==> config.mk <==
export PLATFORM = sky130hd
export DESIGN_NAME = mem_xbar_n
export DESIGN_NICKNAME = d
export VERILOG_FILES = /design/src/rtl/mem_xbar_n.sv
export SDC_FILE = /design/constraint.sdc
export NUM_CORES = 1
export LEC_CHECK = 0
export ABC_AREA = 0
export CAP_MARGIN = 20
export CORE_AREA = 3 3 170 172
export DETAILED_ROUTE_END_ITERATION = 7
export DIE_AREA = 0 0 173 175
export REMOVE_ABC_BUFFERS = 1
export SLEW_MARGIN = 25
export SYNTH_ARGS = -nofsm -noshare
export SYNTH_HDL_FRONTEND = slang
export SYNTH_SLANG_ARGS = --single-unit
==> constraint.sdc <==
create_clock -name clk -period 7.7 [get_ports clk]
set_input_delay 0.77 -clock clk [delete_from_list [all_inputs] [get_ports clk]]
set_output_delay 0.77 -clock clk [all_outputs]
set_load 0.02 [all_outputs]
==> src/rtl/mem_xbar_n.sv <==
// Registered 1-master to N-slave address-decoding interconnect on the native valid/ready memory bus.
// Optional slave response timeout is enabled by defining MEM_XBAR_TIMEOUT_EN.
module mem_xbar_n #(
    parameter int NUM_SLAVES = 7,
    parameter logic [32*NUM_SLAVES-1:0] BASE_ADDRS = {32'h40000000, 32'h38000000, 32'h30000000,
                                                      32'h28000000, 32'h20000000, 32'h10000000,
                                                      32'h00000000},
    parameter logic [32*NUM_SLAVES-1:0] ADDR_MASKS = {32'h40000000, 32'h78000000, 32'h78000000,
                                                      32'h78000000, 32'h78000000, 32'h70000000,
                                                      32'h70000000},
    parameter logic [31:0] DECERR_DATA = 32'hDEADBEEF,
    parameter int TIMEOUT_CYCLES = 256
) (
    input  logic                     clk,
    input  logic                     rst,
    input  logic                     s_mem_valid,
    output logic                     s_mem_ready,
    input  logic [31:0]              s_mem_addr,
    input  logic [31:0]              s_mem_wdata,
    input  logic [3:0]               s_mem_wstrb,
    output logic [31:0]              s_mem_rdata,
    output logic [NUM_SLAVES-1:0]    m_mem_valid,
    input  logic [NUM_SLAVES-1:0]    m_mem_ready,
    output logic [31:0]              m_mem_addr,
    output logic [31:0]              m_mem_wdata,
    output logic [3:0]               m_mem_wstrb,
    input  logic [32*NUM_SLAVES-1:0] m_mem_rdata,
    output logic                     err_pulse,
    output logic [31:0]              err_addr,
    output logic                     err_timeout
);

    typedef enum logic [1:0] {IDLE, ACCESS, RESP, ERR} state_t;

    state_t                  state;
    logic [NUM_SLAVES-1:0]   hit_oh;
    logic                    hit;
    logic                    sel_ready;
    logic [31:0]             sel_rdata;

    generate
        if (NUM_SLAVES < 1 || NUM_SLAVES > 16 || TIMEOUT_CYCLES < 1) begin : g_bad_cfg
            $error("mem_xbar_n: NUM_SLAVES must be 1..16 and TIMEOUT_CYCLES at least 1");
        end
    endgenerate

    // Scanning from the top down lets the lowest hitting index overwrite the others.
    // NOTE: every always_comb output gets a default first, so no path can infer a latch.
    always_comb begin
        hit_oh = '0;
        hit    = 1'b0;
        for (int i = NUM_SLAVES - 1; i >= 0; i--) begin
            if ((s_mem_addr & ADDR_MASKS[32*i +: 32]) == (BASE_ADDRS[32*i +: 32] & ADDR_MASKS[32*i +: 32])) begin
                hit_oh    = '0;
                hit_oh[i] = 1'b1;
                hit       = 1'b1;
            end
        end
    end

    // m_mem_valid doubles as the latched one-hot select while in ACCESS.
    always_comb begin
        sel_ready = |(m_mem_valid & m_mem_ready);
        sel_rdata = '0;
        for (int i = 0; i < NUM_SLAVES; i++) begin
            sel_rdata = sel_rdata | ({32{m_mem_valid[i]}} & m_mem_rdata[32*i +: 32]);
        end
    end

`ifdef MEM_XBAR_TIMEOUT_EN
    localparam int CNT_W = $clog2(TIMEOUT_CYCLES) + 1;
    logic [CNT_W-1:0] cnt;
    logic             timeout_hit;
`else
    assign err_timeout = 1'b0;
`endif

    // NOTE: all state here is sequential, so it uses non-blocking assignments only.
    always_ff @(posedge clk or posedge rst) begin
        if (rst) begin
            state       <= IDLE;
            m_mem_valid <= '0;
            s_mem_ready <= 1'b0;
            s_mem_rdata <= '0;
            m_mem_addr  <= '0;
            m_mem_wdata <= '0;
            m_mem_wstrb <= '0;
            err_pulse   <= 1'b0;
            err_addr    <= '0;
`ifdef MEM_XBAR_TIMEOUT_EN
            err_timeout <= 1'b0;
            cnt         <= '0;
            timeout_hit <= 1'b0;
`endif
        end else begin
            s_mem_ready <= 1'b0;
            err_pulse   <= 1'b0;
            case (state)
                IDLE: begin
                    // The master still holds valid while it sees the ready pulse; do not re-accept it.
                    if (s_mem_valid && !s_mem_ready) begin
                        m_mem_addr  <= s_mem_addr;
                        m_mem_wdata <= s_mem_wdata;
                        m_mem_wstrb <= s_mem_wstrb;
`ifdef MEM_XBAR_TIMEOUT_EN
                        cnt         <= '0;
                        timeout_hit <= 1'b0;
`endif
                        if (hit) begin
                            m_mem_valid <= hit_oh;
                            state       <= ACCESS;
                        end else begin
                            state       <= ERR;
                        end
                    end
                end
                ACCESS: begin
                    if (sel_ready) begin
                        s_mem_rdata <= sel_rdata;
                        m_mem_valid <= '0;
                        state       <= RESP;
`ifdef MEM_XBAR_TIMEOUT_EN
                    end else if (cnt == CNT_W'(TIMEOUT_CYCLES - 1)) begin
                        m_mem_valid <= '0;
                        timeout_hit <= 1'b1;
                        state       <= ERR;
                    end else begin
                        cnt         <= cnt + CNT_W'(1);
`endif
                    end
                end
                RESP: begin
                    s_mem_ready <= 1'b1;
                    state       <= IDLE;
                end
                ERR: begin
                    s_mem_ready <= 1'b1;
                    s_mem_rdata <= DECERR_DATA;
                    err_pulse   <= 1'b1;
                    err_addr    <= m_mem_addr;
`ifdef MEM_XBAR_TIMEOUT_EN
                    err_timeout <= timeout_hit;
`endif
                    state       <= IDLE;
                end
                default: state <= IDLE;
            endcase
        end
    end

endmodule

# --- Word-level counts from Yosys, hierarchy flattened ---
# Cells that the tools add are included.
word_totals:
  regBits: 143
  in_bits: 302
  word_cells: 72
classes:
  reduce_logical: 12
  eq_ne: 11
  n_bitwise: 14
  n_mux: 26
op_table:
  columns: ["op", "n"]
  rows:
  - ["AND 32 bit", 7]
  - ["OR 32 bit", 6]
  - ["2-to-1 mux 7 bit", 10]
  - ["case mux 32 bit (2 select lines)", 1]
  - ["zero test 32 bit", 1]
  - ["2-to-1 mux 32 bit", 1]
  - ["== test 4 x 3 -> 1 bit (second input constant)", 4]
  - ["case mux 7 bit (2 select lines)", 1]
  - ["2-to-1 mux 1 bit", 9]
  - ["AND 7 bit", 1]
  - ["OR reduction 7 bit", 1]
  - ["2-to-1 mux 2 bit", 3]
  - ["inequality test 2 bit (second input constant)", 3]
  - ["case mux 2 bit (3 select lines)", 1]
  - ["AND reduction 2 bit", 3]
  - ["== test 2 bit (second input constant)", 2]
  - ["AND reduction 4 bit", 1]
  - ["nonzero test 2 bit", 2]
  - ["== test 3 x 1 -> 1 bit (second input constant)", 1]
  - ["== test 2 x 1 -> 1 bit (second input constant)", 1]
  - ["zero test 2 bit", 1]
  - ["OR reduction 2 bit", 1]
  - ["logical AND 1 bit", 1]
  - ["zero test 1 bit", 1]

# --- Depth between registers and ports, before layout ---
# Gate-level depths: netlist (run 1).
depth:
  ltp_word: 10
  depth_mapped: 7
  depth_no_buf: 4

# --- Worst setup path before layout (run 1) ---
# No wires, ideal clock.
synth_path:
  path_kind: "input to register"
  startpoint: "in m_mem_ready[1]"
  endpoint: "reg s_mem_rdata[14]"
  t_required_ns: 7.579
  path_buffers: 1
  arrival_time_ns: 1.839
  cell_stages: 5
  path_slack_ns: 5.740
  cell_sequence: "a222oi_1 > nand3_1 > and3_1 > buf_2 > a22o_1"
synth_via:
  elab_chain_len: 4
synth_rtl:
  columns: ["item", "line", "source"]
  rows:
  - ["from (decl)", "23", "input logic [NUM_SLAVES-1:0] m_mem_ready,"]
  - ["AND 7 bit", "63", "sel_ready = |(m_mem_valid & m_mem_ready);"]
  - ["OR reduction 7 bit", "63", null]
  - ["inequality test 2 bit (no source line)", null, null]
  - ["AND reduction 2 bit (no source line)", null, null]
  - ["to (signal assigned)", "119", "s_mem_rdata <= sel_rdata;"]
  - ["to (decl)", "21", "output logic [31:0] s_mem_rdata,"]
# Every way passes these cells.
# A chain may end at the register's enable or synchronous reset.

# --- Worst setup path after layout (run 1) ---
layout_path:
  startpoint: "reg m_mem_valid[6]"
  endpoint: "out m_mem_valid[6]"
layout_rtl:
  columns: ["item", "line", "source"]
  rows:
  - ["from (decl)", "22", "output logic [NUM_SLAVES-1:0] m_mem_valid,"]
  - ["from (signal assigned)", "110", "m_mem_valid <= hit_oh;"]
# No word-level cell between the ends.

==> flow_summary.toml, run 1 <==
[sta]
grt_setup_unrepaired = "no"
hold_viol = 0
fmax_ghz = 0.318
holdWs_ps = 475
final.setup.tns_ps = 0
slew_viol_final = 0
timing.slew.headroom_pct = 43.5
finalCriticalPeriod_ps = 3140
post-route-period-util_pct = 40.8
worst_pin_slew_ps = 847
finClkSkew_ps = 16.0
setup_viol = 0

[clock_tree]
postCtsSetupRepairBufs = 0
cts-hold-fix-buffers = 0
cts.sinks = 143
numCtsBuffers = 17
clock-root-buffer = "clkbuf_16"
clk_pin_slew_worst_paths_ps = 80
clock_path_buffers = 2
postCtsResizedCells = 0
htree_levels = 4
cts_tree = "yes"
insertion_delay_ps = 430

[die]
die_w_um = 173
placementRows = 61
initial_core_util_pct = 24.1
dieArea_mm2 = 0.0303
die_y_um = 175
ios = 444
coreArea_mm2 = 0.0276

[yosys]
synth_most_common_cell = "nand2_1"
ys.flop_type = "dfrtp_1"
synth.area.top_cells = "dfrtp_1 (54%), nand2_1 (17%), a41oi_2 (4.9%)"
synth_top_area_share_pct = 53.7
yosysTopAreaCell = "dfrtp_1"
yosys_register_bits = 143
synth_common_cells = "nand2_1 (295), dfrtp_1 (143), a22oi_1 (42), clkbuf_1 (42), a22o_1 (33)"
ys_seq_area_share_pct = 53.7
synthArstFlopShare_pct = 100
synth_warnings = 0
postSynthCellCount = 718
syn_avg_cell_area_um2 = 9.29
syn_area_mm2 = 0.00667
synth_edf_count = 0
synth_cell_type_count = 29

[cells_and_area]
syn2layout_area_growth_pct = 80.4
postLayoutCellArea_mm2 = 0.0120
num-fill-cells = 2721
finalNonFillerCells = 1522
nets = 1433
drive_gt1_share_pct = 6.38
diodes = 0

[route]
wl_mm = 30.3
drc = 0
wl_per_cell_um = 19.9
via_count = 7124
via_per_inst = 4.68
firstDrtPassIters = 5
drtAntennaViolNets = 0
drtIter0Drc = 447

[run]
maxCapViolCount = 0

[grt]
grt_pass1_wl_mm = 44.8
grt_start_max_net_pins = 74
grt-ovfl-total = 0
antenna_found_initial = 0
grt_pass1_vias = 7147
track_usage_pct = 19.2

[status]
status = "complete, no violations"

[worst_setup_path]
cp_slowest_cell = "dfrtp_1"
max_stage_delay_ps = 890
required_ps = 6930
crit_path_end_kind = "output pin"
crit_family = "buffers and inverters"
cp_max_fo = 19
path_cells = "buf_4 -> clkdlybuf4s50_1"
crit_buf_inv = 2
cp_data_arrival_time_ps = 2370
cp-start-kind = "flop"
worstSetupPathType = "flop to output pin"

[power_and_ir_drop]
power.density_mw_per_mm2 = 381
total_power_mw = 4.58
peakVddDrop_v = 0.000204
leakage_nw = 5.10

[placement]
place_area_mm2 = 0.0114
dpl.hpwl_mm = 22.4
placedCellCount = 1490
port_buffers = 442
gp_congestion = 0.798

[min_path]
hp-class = "flop to flop"
-- area by class of cell --
| type | instances | area (um2) | area share (%) |
|---|---|---|---|
| clock buffer | 18 | 439 | 3.65 |
| clock inverter | 14 | 163 | 1.35 |
| inverter | 7 | 31.3 | 0.260 |
| multi-input combinational | 507 | 2820 | 23.4 |
| sequential | 143 | 3580 | 29.8 |
| tap | 378 | 473 | 3.93 |
| timing repair buffer | 455 | 4530 | 37.6 |
-- where the power goes --
part	total, mW	internal [mW]	leakage, nW	switching [mW]
combinational	2.37	1.06	3.02	1.31
clock	0.855	0.473	0.294	0.382
sequential	1.36	1.11	1.79	0.250
-- layer usage --
layer  vias to the layer above  share of wire [%]  track usage (%)
met5                         -                  0                0
met4                         0                2.4             5.98
met3                        37                8.4             6.74
met2                       327                 49             32.4
met1                      3427                 40             22.9
li1                       3333                  -                -
-- worst register-to-register path, delay by kind of cell, from the launching register on --
family | cells | cell delay (ps)
buf+inv | 2 | 910
flops | 1 | 890
compound gates | 3 | 680
-- logic make-up (layout without fill, tap and decap cells) --
family,count (synthesis),after routing,share of synthesized area (%)
AND/OR/NAND/NOR,337,337,19.5
AO/OA/AOI/OAI,169,169,22.3
flip-flops,143,143,53.7
buffers and inverters,68,494,4.50
other,1,1,0.0562
-- per-stage QoR --
step	setup slack, ps	utilization [%]
2_1_floorplan	3090	-
3_3_place_gp	4520	41.3
3_5_place_dp	4490	41.3
4_1_cts	4500	43.5
5_1_grt	4480	43.5
6_report	4560	43.5
-- cells in the final DEF (no fill, tap or decap), types with 5 or more instances in the layout --
cell type / instances
clkdlybuf4s50_1: 442
a21oi_1: 25
a41oi_2: 20
dfrtp_1: 143
a22o_1: 33
a22oi_1: 42
nand3_1: 11
clkbuf_16: 17
inv_1: 5
nand2_1: 295
nor2_1: 24
a222oi_1: 9
a221oi_1: 24
inv_6: 5
inv_8: 5
buf_4: 12
-- flip-flops by register name, summed over array words and instances, names as in the netlist --
signal / cells
m_mem_addr: 32
m_mem_wstrb: 4
err_addr: 32
m_mem_wdata: 32
state: 2
s_mem_rdata: 32
err_pulse: 1
s_mem_ready: 1
m_mem_valid: 7
-- worst paths after layout --
kind,startpoint,end,slack (ps),cells past startpoint
min in group asynchronous,rst,m_mem_addr[4]$_DFFE_PP0P_,800,2
hold / removal,err_addr[23]$_DFFE_PP0P_,err_addr[23]$_DFFE_PP0P_,480,2
setup reg to reg,m_mem_valid[6]$_DFFE_PP0P_,s_mem_rdata[21]$_DFFE_PP0P_,5040,5
hold reg to reg,err_addr[23]$_DFFE_PP0P_,err_addr[23]$_DFFE_PP0P_,480,2
setup / recovery,m_mem_valid[6]$_DFFE_PP0P_,m_mem_valid[6],4560,2
max in group asynchronous,rst,s_mem_rdata[28]$_DFFE_PP0P_,5730,3
No activity file was read; power rests on OpenSTA's default activity.
==> run 2: changes to the inputs <==
CORE_AREA = 3 3 169 171   (was 3 3 170 172)
DIE_AREA = 0 0 172 174   (was 0 0 173 175)
clock period = 2.8 ns   (was 7.7 ns; I/O delays follow)
==> flow_summary.toml, run 2 (synthesis results as in run 1) <==
[sta]
hold_viol = 0
grt_setup_unrepaired = "no"
post-route-period-util_pct = 77.7
holdWs_ps = 300
timing.slew.headroom_pct = 54.1
finalCriticalPeriod_ps = 2180
finClkSkew_ps = 7.71
slew_viol_final = 0
worst_pin_slew_ps = 688
fmax_ghz = 0.459
setup_viol = 0

[grt]
grt_start_max_net_pins = 53
grt_pass1_wl_mm = 45.0
grt_pass1_vias = 7234
track_usage_pct = 20.0
grt-ovfl-total = 0
antenna_found_initial = 0

[route]
firstDrtPassIters = 5
drtIter0Drc = 437
drc = 0
drtAntennaViolNets = 0
wl_mm = 31.1
via_count = 7082
wl_per_cell_um = 20.8
via_per_inst = 4.75

[clock_tree]
cts.sinks = 143
postCtsSetupRepairBufs = 0
postCtsResizedCells = 0
insertion_delay_ps = 420
clk_pin_slew_worst_paths_ps = 70
cts-hold-fix-buffers = 0
cts_tree = "yes"
clock_path_buffers = 2
htree_levels = 4
numCtsBuffers = 17
clock-root-buffer = "clkbuf_16"

[placement]
dpl.hpwl_mm = 23.8
port_buffers = 442
gp_congestion = 0.876

[cells_and_area]
nets = 1441
drive_gt1_share_pct = 6.95
layout_commonest_cell = "clkdlybuf4s50_1"
final_cell_mix = "clkdlybuf4s50_1 (442), nand2_1 (295), dfrtp_1 (143), a22oi_1 (42), a22o_1 (33)"
syn2layout_area_growth_pct = 81.6
diodes = 0

[worst_setup_path]
cp-start-kind = "flop"
required_ps = 2520
worstSetupPathType = "flop to output pin"
cp_data_arrival_time_ps = 1900
cp_max_fo = 34
crit_path_end_kind = "output pin"

[die]
coreArea_mm2 = 0.0270
initial_core_util_pct = 24.7
die_w_um = 172
die_y_um = 174
placementRows = 60
dieArea_mm2 = 0.0299
ios = 444

[run]
maxCapViolCount = 0

[power_and_ir_drop]
power.density_mw_per_mm2 = 1040
leakage_nw = 5.16
total_power_mw = 12.7
peakVddDrop_v = 0.000516

[min_path]
hp-class = "input pin to async pin"

[status]
status = "complete, no violations"
-- run 2: per-layer routing --
metal | wire length (um) | vias to the layer above | global-route usage [%]
met4 | 643 | 0 | 5.99
met3 | 2590 | 33 | 5.59
li1 | - | 3362 | -
met1 | 12500 | 3384 | 24.6
met5 | 0 | - | 0
met2 | 15400 | 303 | 33.8
-- run 2: layout make-up --
cell class / instances / area [um2]
Fill cell: 2580 / 14900
Timing Repair Buffer: 463 / 4660
Sequential cell: 143 / 3580
Multi-Input combinational cell: 507 / 2820
Clock buffer: 19 / 453
Tap cell: 341 / 427
Clock inverter: 12 / 150
Inverter: 7 / 31.3
-- run 2: worst paths after layout --
check | slack (ps) | endpoint | cells after the start | startpoint
worst min register to register | 470 | err_addr[15]$_DFFE_PP0P_ | 2 | err_addr[15]$_DFFE_PP0P_
worst min-delay path | 300 | s_mem_rdata[8]$_DFFE_PP0P_ | 2 | rst
worst max register to register | 740 | m_mem_valid[2]$_DFFE_PP0P_ | 4 | state[0]$_DFFE_PP0P_
min in group clk | 380 | m_mem_wdata[16]$_DFFE_PP0P_ | 3 | s_mem_wdata[16]
max in group asynchronous | 1820 | err_addr[0]$_DFFE_PP0P_ | 3 | rst
worst max-delay path | 620 | m_mem_valid[2] | 2 | m_mem_valid[2]$_DFFE_PP0P_
-- run 2: per-stage QoR --
step / TNS, ps / setup slack [ps] / util [%] / std cells / area (um2)
floorplan: -251680 / -1540 / - / 657 / 6390
finish: 0 / 623 / 44.8 / 1492 / 12100
CTS: 0 / 596 / 44.8 / 1492 / 12100
global route: 0 / 546 / 44.8 / 1492 / 12100
detailed placement: 0 / 501 / 42.6 / 1461 / 11500
global placement: 0 / 571 / 42.6 / 1461 / 11500
-- run 2: report_power, final --
part / total, mW / switching, mW / internal, mW
Clock: 2.36 / 0.971 / 1.38
Sequential: 3.66 / 0.612 / 3.04
Combinational: 6.64 / 3.65 / 3.00
-- run 2: critical path: stages (launching register included) --
cell             delay (ps)
dfrtp_1                 370
buf_4                   410
clkdlybuf4s50_1         690
